## src/rtl/srio_swrite_unpack_logic_if.sv

```systemverilog
// Stream pair for the SWRITE unpacker: packet input (header + payload) and payload output.
// The slave modport is the unpacker's view; master is the view of whatever surrounds it.
interface srio_swrite_unpack_logic_if;
  logic        S_AXIS_TVALID;
  logic        S_AXIS_TREADY;
  logic        S_AXIS_TLAST;
  logic [63:0] S_AXIS_TDATA;
  logic [31:0] S_AXIS_TUSER;
  logic        M_AXIS_TVALID;
  logic        M_AXIS_TREADY;
  logic        M_AXIS_TLAST;
  logic [63:0] M_AXIS_TDATA;

  modport slave (
    input  S_AXIS_TVALID, S_AXIS_TLAST, S_AXIS_TDATA, S_AXIS_TUSER, M_AXIS_TREADY,
    output S_AXIS_TREADY, M_AXIS_TVALID, M_AXIS_TLAST, M_AXIS_TDATA
  );

  modport master (
    output S_AXIS_TVALID, S_AXIS_TLAST, S_AXIS_TDATA, S_AXIS_TUSER, M_AXIS_TREADY,
    input  S_AXIS_TREADY, M_AXIS_TVALID, M_AXIS_TLAST, M_AXIS_TDATA
  );
endinterface

```

## src/rtl/srio_swrite_unpack_logic.sv

```systemverilog
// Strips SWRITE headers off an incoming packet stream and forwards the payload through one
// output register; tracks the last header's address/route and good/errored packet counts.
//
// state   | meaning
// IDLE    | disabled, input not accepted
// HDR     | waiting for a header word
// PAYLOAD | forwarding payload words of an accepted packet
// DROP    | discarding the rest of a rejected or oversized packet
module srio_swrite_unpack_logic #(
  parameter int unsigned MAX_PAYLOAD = 32,
  parameter logic [3:0]  PKT_TYPE    = 4'b0110
) (
  input  logic                             AXIS_ACLK,
  input  logic                             AXIS_ARESETN,
  srio_swrite_unpack_logic_if.slave        axis_if,
  input  logic [31:0]                      cmd,
  output logic [31:0]                      addr_out,
  output logic [31:0]                      srcdest_out,
  output logic [15:0]                      pkt_cnt,
  output logic [15:0]                      err_cnt
);
  localparam int unsigned    WCW    = $clog2(MAX_PAYLOAD + 1);
  localparam logic [WCW-1:0] WC_MAX = WCW'(MAX_PAYLOAD);

  typedef enum logic [1:0] {S_IDLE, S_HDR, S_PAYLOAD, S_DROP} state_t;

  state_t         state_q, state_d;
  logic [WCW-1:0] wcnt_q, wcnt_d;
  logic [31:0]    addr_q, addr_d;
  logic [31:0]    srcdest_q, srcdest_d;
  logic [15:0]    pkt_cnt_q, pkt_cnt_d;
  logic [15:0]    err_cnt_q, err_cnt_d;
  logic           m_valid_q, m_valid_d;
  logic           m_last_q, m_last_d;
  logic [63:0]    m_data_q, m_data_d;

  logic           s_ready;
  logic           s_xfer;
  logic           m_drain;
  logic           hdr_ok;
  logic           wc_full;
  logic [WCW-1:0] wcnt_inc;
  logic           pkt_inc;
  logic           err_inc;
  logic           unused_cmd;

  assign unused_cmd = ^cmd[31:2];

  assign s_xfer   = axis_if.S_AXIS_TVALID & s_ready;
  assign m_drain  = m_valid_q & axis_if.M_AXIS_TREADY;
  assign hdr_ok   = (axis_if.S_AXIS_TDATA[55:52] == PKT_TYPE);
  assign wcnt_inc = wcnt_q + WCW'(1);
  assign wc_full  = (wcnt_inc == WC_MAX);

  // Payload is back-pressured only by the output register: it accepts when empty or draining.
  always_comb begin
    s_ready = 1'b0;
    case (state_q)
      S_HDR:     s_ready = 1'b1;
      S_PAYLOAD: s_ready = ~m_valid_q | axis_if.M_AXIS_TREADY;
      S_DROP:    s_ready = 1'b1;
      default:   s_ready = 1'b0;
    endcase
  end

  always_comb begin
    state_d   = state_q;
    wcnt_d    = wcnt_q;
    addr_d    = addr_q;
    srcdest_d = srcdest_q;
    m_valid_d = m_valid_q & ~m_drain;
    m_last_d  = m_last_q;
    m_data_d  = m_data_q;
    pkt_inc   = 1'b0;
    err_inc   = 1'b0;

    case (state_q)
      S_IDLE: begin
        if (cmd[0]) state_d = S_HDR;
      end
      S_HDR: begin
        if (s_xfer) begin
          if (axis_if.S_AXIS_TLAST) begin
            err_inc = 1'b1;
          end else if (hdr_ok) begin
            addr_d    = axis_if.S_AXIS_TDATA[31:0];
            srcdest_d = axis_if.S_AXIS_TUSER;
            pkt_inc   = 1'b1;
            wcnt_d    = '0;
            state_d   = S_PAYLOAD;
          end else begin
            err_inc = 1'b1;
            state_d = S_DROP;
          end
        end else if (!cmd[0]) begin
          state_d = S_IDLE;
        end
      end
      S_PAYLOAD: begin
        if (s_xfer) begin
          m_valid_d = 1'b1;
          m_data_d  = axis_if.S_AXIS_TDATA;
          m_last_d  = axis_if.S_AXIS_TLAST | wc_full;
          wcnt_d    = wcnt_inc;
          if (axis_if.S_AXIS_TLAST) begin
            state_d = S_HDR;
          end else if (wc_full) begin
            err_inc = 1'b1;
            state_d = S_DROP;
          end
        end
      end
      S_DROP: begin
        if (s_xfer && axis_if.S_AXIS_TLAST) state_d = S_HDR;
      end
      default: state_d = S_IDLE;
    endcase

    pkt_cnt_d = (pkt_inc && pkt_cnt_q != 16'hFFFF) ? pkt_cnt_q + 16'd1 : pkt_cnt_q;
    err_cnt_d = (err_inc && err_cnt_q != 16'hFFFF) ? err_cnt_q + 16'd1 : err_cnt_q;

    // Clear wins over every other event, including a transfer in the same cycle.
    if (cmd[1]) begin
      state_d   = S_IDLE;
      m_valid_d = 1'b0;
      wcnt_d    = '0;
      pkt_cnt_d = '0;
      err_cnt_d = '0;
    end
  end

  always_ff @(posedge AXIS_ACLK or negedge AXIS_ARESETN) begin
    if (!AXIS_ARESETN) begin
      state_q   <= S_IDLE;
      wcnt_q    <= '0;
      addr_q    <= '0;
      srcdest_q <= '0;
      pkt_cnt_q <= '0;
      err_cnt_q <= '0;
      m_valid_q <= 1'b0;
      m_last_q  <= 1'b0;
      m_data_q  <= '0;
    end else begin
      state_q   <= state_d;
      wcnt_q    <= wcnt_d;
      addr_q    <= addr_d;
      srcdest_q <= srcdest_d;
      pkt_cnt_q <= pkt_cnt_d;
      err_cnt_q <= err_cnt_d;
      m_valid_q <= m_valid_d;
      m_last_q  <= m_last_d;
      m_data_q  <= m_data_d;
    end
  end

  assign axis_if.S_AXIS_TREADY = s_ready;
  assign axis_if.M_AXIS_TVALID = m_valid_q;
  assign axis_if.M_AXIS_TLAST  = m_last_q;
  assign axis_if.M_AXIS_TDATA  = m_data_q;
  assign addr_out              = addr_q;
  assign srcdest_out           = srcdest_q;
  assign pkt_cnt               = pkt_cnt_q;
  assign err_cnt               = err_cnt_q;
endmodule

```

## src/flat_wrapper.sv

```systemverilog
// flat-port wrapper written by rule: the top's interface ports become plain ports
module srio_swrite_unpack_logic_flat 
#(
  parameter int unsigned MAX_PAYLOAD = 32,
  parameter logic [3:0]  PKT_TYPE    = 4'b0110
)
  (AXIS_ACLK, AXIS_ARESETN, cmd, addr_out, srcdest_out, pkt_cnt, err_cnt, axis_if_S_AXIS_TVALID, axis_if_S_AXIS_TLAST, axis_if_S_AXIS_TDATA, axis_if_S_AXIS_TUSER, axis_if_M_AXIS_TREADY, axis_if_S_AXIS_TREADY, axis_if_M_AXIS_TVALID, axis_if_M_AXIS_TLAST, axis_if_M_AXIS_TDATA);
  srio_swrite_unpack_logic_if axis_if_i ();
  input  logic AXIS_ACLK;
  input  logic AXIS_ARESETN;
  input  logic [31:0] cmd;
  output logic [31:0] addr_out;
  output logic [31:0] srcdest_out;
  output logic [15:0] pkt_cnt;
  output logic [15:0] err_cnt;
  input wire logic [$bits(axis_if_i.S_AXIS_TVALID)-1:0] axis_if_S_AXIS_TVALID;
  input wire logic [$bits(axis_if_i.S_AXIS_TLAST)-1:0] axis_if_S_AXIS_TLAST;
  input wire logic [$bits(axis_if_i.S_AXIS_TDATA)-1:0] axis_if_S_AXIS_TDATA;
  input wire logic [$bits(axis_if_i.S_AXIS_TUSER)-1:0] axis_if_S_AXIS_TUSER;
  input wire logic [$bits(axis_if_i.M_AXIS_TREADY)-1:0] axis_if_M_AXIS_TREADY;
  output wire logic [$bits(axis_if_i.S_AXIS_TREADY)-1:0] axis_if_S_AXIS_TREADY;
  output wire logic [$bits(axis_if_i.M_AXIS_TVALID)-1:0] axis_if_M_AXIS_TVALID;
  output wire logic [$bits(axis_if_i.M_AXIS_TLAST)-1:0] axis_if_M_AXIS_TLAST;
  output wire logic [$bits(axis_if_i.M_AXIS_TDATA)-1:0] axis_if_M_AXIS_TDATA;
  assign axis_if_i.S_AXIS_TVALID = axis_if_S_AXIS_TVALID;
  assign axis_if_i.S_AXIS_TLAST = axis_if_S_AXIS_TLAST;
  assign axis_if_i.S_AXIS_TDATA = axis_if_S_AXIS_TDATA;
  assign axis_if_i.S_AXIS_TUSER = axis_if_S_AXIS_TUSER;
  assign axis_if_i.M_AXIS_TREADY = axis_if_M_AXIS_TREADY;
  assign axis_if_S_AXIS_TREADY = axis_if_i.S_AXIS_TREADY;
  assign axis_if_M_AXIS_TVALID = axis_if_i.M_AXIS_TVALID;
  assign axis_if_M_AXIS_TLAST = axis_if_i.M_AXIS_TLAST;
  assign axis_if_M_AXIS_TDATA = axis_if_i.M_AXIS_TDATA;
  srio_swrite_unpack_logic #(.MAX_PAYLOAD(MAX_PAYLOAD), .PKT_TYPE(PKT_TYPE)) u_core (.AXIS_ACLK(AXIS_ACLK), .AXIS_ARESETN(AXIS_ARESETN), .axis_if(axis_if_i), .cmd(cmd), .addr_out(addr_out), .srcdest_out(srcdest_out), .pkt_cnt(pkt_cnt), .err_cnt(err_cnt));
endmodule
```

## config.mk

```make
export PLATFORM = sky130hd
export DESIGN_NAME = srio_swrite_unpack_logic_flat
export DESIGN_NICKNAME = d
export VERILOG_FILES = /design/src/rtl/srio_swrite_unpack_logic_if.sv /design/src/rtl/srio_swrite_unpack_logic.sv /design/src/flat_wrapper.sv
export SDC_FILE = /design/constraint.sdc
export NUM_CORES = 1
export LEC_CHECK = 0
export ABC_AREA = 1
export CAP_MARGIN = 20
export CORE_ASPECT_RATIO = 1.1
export CORE_MARGIN = 2
export CORE_UTILIZATION = 40
export CTS_CLUSTER_SIZE = 28
export DETAILED_ROUTE_END_ITERATION = 10
export DONT_BUFFER_PORTS = 1
export GPL_ROUTABILITY_DRIVEN = 0
export MAX_ROUTING_LAYER = met4
export PLACE_DENSITY_LB_ADDON = 0.08
export SETUP_SLACK_MARGIN = 0.15
export SYNTH_ARGS = -nofsm -noshare
export SYNTH_HDL_FRONTEND = slang
export SYNTH_SLANG_ARGS = --single-unit
```

## constraint.sdc

```tcl
create_clock -name AXIS_ACLK -period 1.9 [get_ports AXIS_ACLK]
set_clock_uncertainty 0.2 [all_clocks]
set_input_delay 0.38 -clock AXIS_ACLK [delete_from_list [all_inputs] [get_ports AXIS_ACLK]]
set_output_delay 0.38 -clock AXIS_ACLK [all_outputs]
set_load 0.01 [all_outputs]
```

==> out/summary.md <==
• Mapped Nets: 1,066
• initial cell density of the core: 40.5%
• CP required: 1.32 ns
• Post-Route Hold Slack: -0.559 ns
• DIE WIDTH: 136 µm
• synthesis-to-layout area growth: 49.5%
• slew at the pin closest to its max-slew limit: 0.516 ns
• maximum count of clock buffers along a single path: 2
• number of maximum-capacitance violations: 0
• Final Max Tran Viols: 0
• peak ir drop on the vdd network: 0.586 mV
• Seq. cell area: 4260 µm²
• hold buffer count at cts: 98
• TritonCTS Buffers: 17
• total wire length: 24.8 mm
• drt first-iter violations: 312
• kind of path behind the tightest hold check: in -> async
• DRC: 0
• share of Yosys cell area claimed by the top area cell type: 55.4%
• antenna violations before repair: 1
• fmax: 480 MHz
• IO Pins: 296
• wire length of the first global-routing pass: 36.0 mm
• top library cells by usage in the layout, fill and taps aside: sky130_fd_sc_hd__nand2_1 (433), sky130_fd_sc_hd__dfrtp_1 (167), sky130_fd_sc_hd__dlygate4sd3_1 (98), sky130_fd_sc_hd__buf_4 (60), sky130_fd_sc_hd__inv_1 (39)
• dominant combinational cell family by area after synthesis: simple AND/OR/NAND/NOR gates
• capturing element type of the critical path: output pin
• HPWL after detailed placement: 14.6 mm
• unrepaired setup endpoints after global routing: yes
• post-layout net count: 1,266
• violations in the final reports: hold timing, setup timing
• pin count of the biggest net entering global routing: 171
• run status: finished with violations
• clock sink count: 170
• Wirelength per Cell: 17.9 µm
• launch point of the worst path: u_core.state_q[0]
• H-tree lvl count: 4
• most common cell after layout, fill and taps aside: sky130_fd_sc_hd__nand2_1
• root cell of the clock tree: sky130_fd_sc_hd__clkbuf_16
• adder-cell share of the synthesized area: 1.30%
• share of the synthesized area in compound gates (AO/OA/AOI/OAI): 2.80%
• register bit total from synthesis: 170
• dominant cells by area after synthesis: sky130_fd_sc_hd__dfrtp_1 (55%), sky130_fd_sc_hd__nand2_1 (23%), sky130_fd_sc_hd__nand4_1 (2.4%)
• die outline area: 20,300 µm²
• Setup WS post-layout: -0.182 ns
• fraction of final layout cells with drive strength greater than 1: 22.7%
• core utilization of the finished layout: 60.6%
• count of synthesis-stage warnings from yosys: 0
• Pwr Density: 797 nW/µm²
• maximum fanout along the worst path: 4
• post-synthesis cell type count: 32
• TritonCTS clock tree: built
• clock period minus worst slack: 2.08 ns
• clock latency at the later pin of the worst-skew pair: 0.43 ns
• Rows: 53
• sequential area share after synthesis: 55.4%
• Post-DRT Antenna Nets: 0
• fraction of the mapped netlist area in simple logic gates: 32.9%
• number of hold-slack violations in the final timing report: 170
• flop2flop setup slack: -0.17 ns
• Post-Synthesis Cells: 925
• R2R cell count: 10
• via count of the first global-routing pass: 6,880
• remaining global-route overflow: 0
• PortBufs: 0
• Avg Cell Area, Syn: 8.31 µm²
• startpoint class of the critical path: register
• via/cell ratio: 5.09
• Worst Path Class, Setup: reg -> out
• TritonRoute pass-1 iters: 4
• remaining max-slew budget at the tightest pin: 65.5%
• final critical-path share of the clock period: 110%
• r2r startpoint: u_core.state_q[0]
• Filler Cell Count: 1,607
• pre-CTS setup slack: -0.112 ns
• Synth area leader: sky130_fd_sc_hd__dfrtp_1
• Die H: 149 µm
• clock transition time at the flip-flop clock pins of the worst setup and hold paths: 0.07 ns
• leak pwr: 0.00592 µW
• final setup violation count: 158
• mux contribution to synthesized area: 0%
• Worst Path Arrival: 1.50 ns
• fraction of synthesized cell area in xor and xnor cells: 2.62%
• cell area after synthesis: 7680 µm²
• total via count after detailed routing: 7,054
• total routing usage reported by global routing: 23.4%
• Std-Cell Core Area: 19,000 µm²
• endpoint of the worst register-to-register path: u_core.axis_if.M_AXIS_TLAST
• multi-input combinational cell area: 3430 µm²
Yosys cell counts:
| cell type | n |
|---|---|
| sky130_fd_sc_hd__nand2_1 | 467 |
| sky130_fd_sc_hd__dfrtp_1 | 170 |
| sky130_fd_sc_hd__inv_1 | 43 |
| sky130_fd_sc_hd__nor2_1 | 34 |
| sky130_fd_sc_hd__nand3_1 | 31 |
| sky130_fd_sc_hd__nand4_1 | 30 |
| sky130_fd_sc_hd__o21ai_1 | 20 |
| sky130_fd_sc_hd__xor2_1 | 20 |
| sky130_fd_sc_hd__buf_2 | 16 |
| sky130_fd_sc_hd__clkbuf_1 | 15 |
| sky130_fd_sc_hd__nand3_2 | 13 |
| sky130_fd_sc_hd__ha_1 | 8 |
| sky130_fd_sc_hd__nor3_1 | 8 |
| sky130_fd_sc_hd__inv_2 | 7 |
| sky130_fd_sc_hd__o21ai_0 | 6 |
| sky130_fd_sc_hd__a21oi_1 | 5 |
| sky130_fd_sc_hd__nand2_2 | 4 |
| sky130_fd_sc_hd__nor2_2 | 4 |
| sky130_fd_sc_hd__buf_4 | 3 |
| sky130_fd_sc_hd__nor2_4 | 3 |
| sky130_fd_sc_hd__o31ai_1 | 3 |
| sky130_fd_sc_hd__xnor2_1 | 3 |
| sky130_fd_sc_hd__nand2_4 | 2 |
| sky130_fd_sc_hd__o21a_1 | 2 |
| sky130_fd_sc_hd__a21oi_4 | 1 |
| sky130_fd_sc_hd__a31oi_1 | 1 |
| sky130_fd_sc_hd__buf_1 | 1 |
| sky130_fd_sc_hd__buf_12 | 1 |
| sky130_fd_sc_hd__buf_6 | 1 |
| sky130_fd_sc_hd__nand3b_1 | 1 |
| sky130_fd_sc_hd__nor3_4 | 1 |
| sky130_fd_sc_hd__nor4_1 | 1 |
state kept, by name, summed over array words and instances, names as in the netlist:
name	count
u_core.addr_out	32
u_core.axis_if.M_AXIS_TDATA	64
u_core.axis_if.M_AXIS_TLAST	1
u_core.axis_if.M_AXIS_TVALID	1
u_core.err_cnt	16
u_core.pkt_cnt	16
u_core.srcdest_out	32
u_core.state_q	2
u_core.wcnt_q	6
layer usage:
metal	vias to the layer above	GRT usage (%)	part of all wire [%]
met1	3456	28.5	39
met5	-	-	0
met3	35	5.27	7.0
li1	3323	-	-
met4	0	8.28	2.1
met2	240	38.5	52
area by class of cell:
class	count	share of cell area, %
sequential	170	37.1
clock inverter	14	1.57
inverter	50	1.96
clock buffer	18	3.74
timing repair inverter	1	0.0763
tap	247	2.69
multi-input combinational	669	29.9
antenna	1	0.0218
timing repair buffer	216	23.0
power breakdown:
group | internal, µW | switching, µW
Clock | 2000 | 1600
Sequential | 3880 | 361
Combinational | 699 | 608
cells by family (layout without fill, tap and decap cells):
logic type / after synthesis / count (layout)
compound gates: 38 / 38
simple gates: 599 / 600
flops: 170 / 170
buf+inv: 87 / 299
fa+ha+maj: 8 / 8
xor+xnor: 23 / 23
other cells: 0 / 1
critical path, cell delays in order (launching register included):
cell and delay [ns]:
sky130_fd_sc_hd__dfrtp_2 0.46, sky130_fd_sc_hd__buf_12 0.14, sky130_fd_sc_hd__ha_4 0.16, sky130_fd_sc_hd__nor2_4 0.11, sky130_fd_sc_hd__a21oi_4 0.07, sky130_fd_sc_hd__buf_4 0.14
how the worst max path moves through the flow:
stage	end	slack [ns]	cells after the start
finish	axis_if_S_AXIS_TREADY	-0.18	5
global placement	u_core.err_cnt[1]	-0.08	10
global route	u_core.pkt_cnt[3]	-0.26	10
floorplan	u_core.err_cnt[12]	0.04	10
CTS	axis_if_S_AXIS_TREADY	-0.15	5
detailed placement	u_core.err_cnt[2]	-0.11	10
timing repair:
| item | in CTS | in global routing |
|---|---|---|
| setup buffers | 14 | 9 |
| setup endpoints to repair | 171 | 171 |
| pin swaps | 7 | 47 |
| hold endpoints to repair | 306 | 170 |
| gates cloned | 15 | 12 |
| resized for setup | 36 | 89 |
per-stage QoR:
step	TNS, ns	hold WS [ns]	power, µW	cell area (µm²)	std cells
3_3_place_gp	-2.44	-0.111	5050	8550	1205
6_report	-11.11	-0.559	9150	11500	1386
2_1_floorplan	0	-0.116	4750	7820	925
5_1_grt	-22.68	-0.580	9510	11500	1386
4_1_cts	-15.17	-0.575	8950	10800	1364
3_5_place_dp	-7.95	-0.111	5080	8550	1205
(Power assumes the default switching activity.)
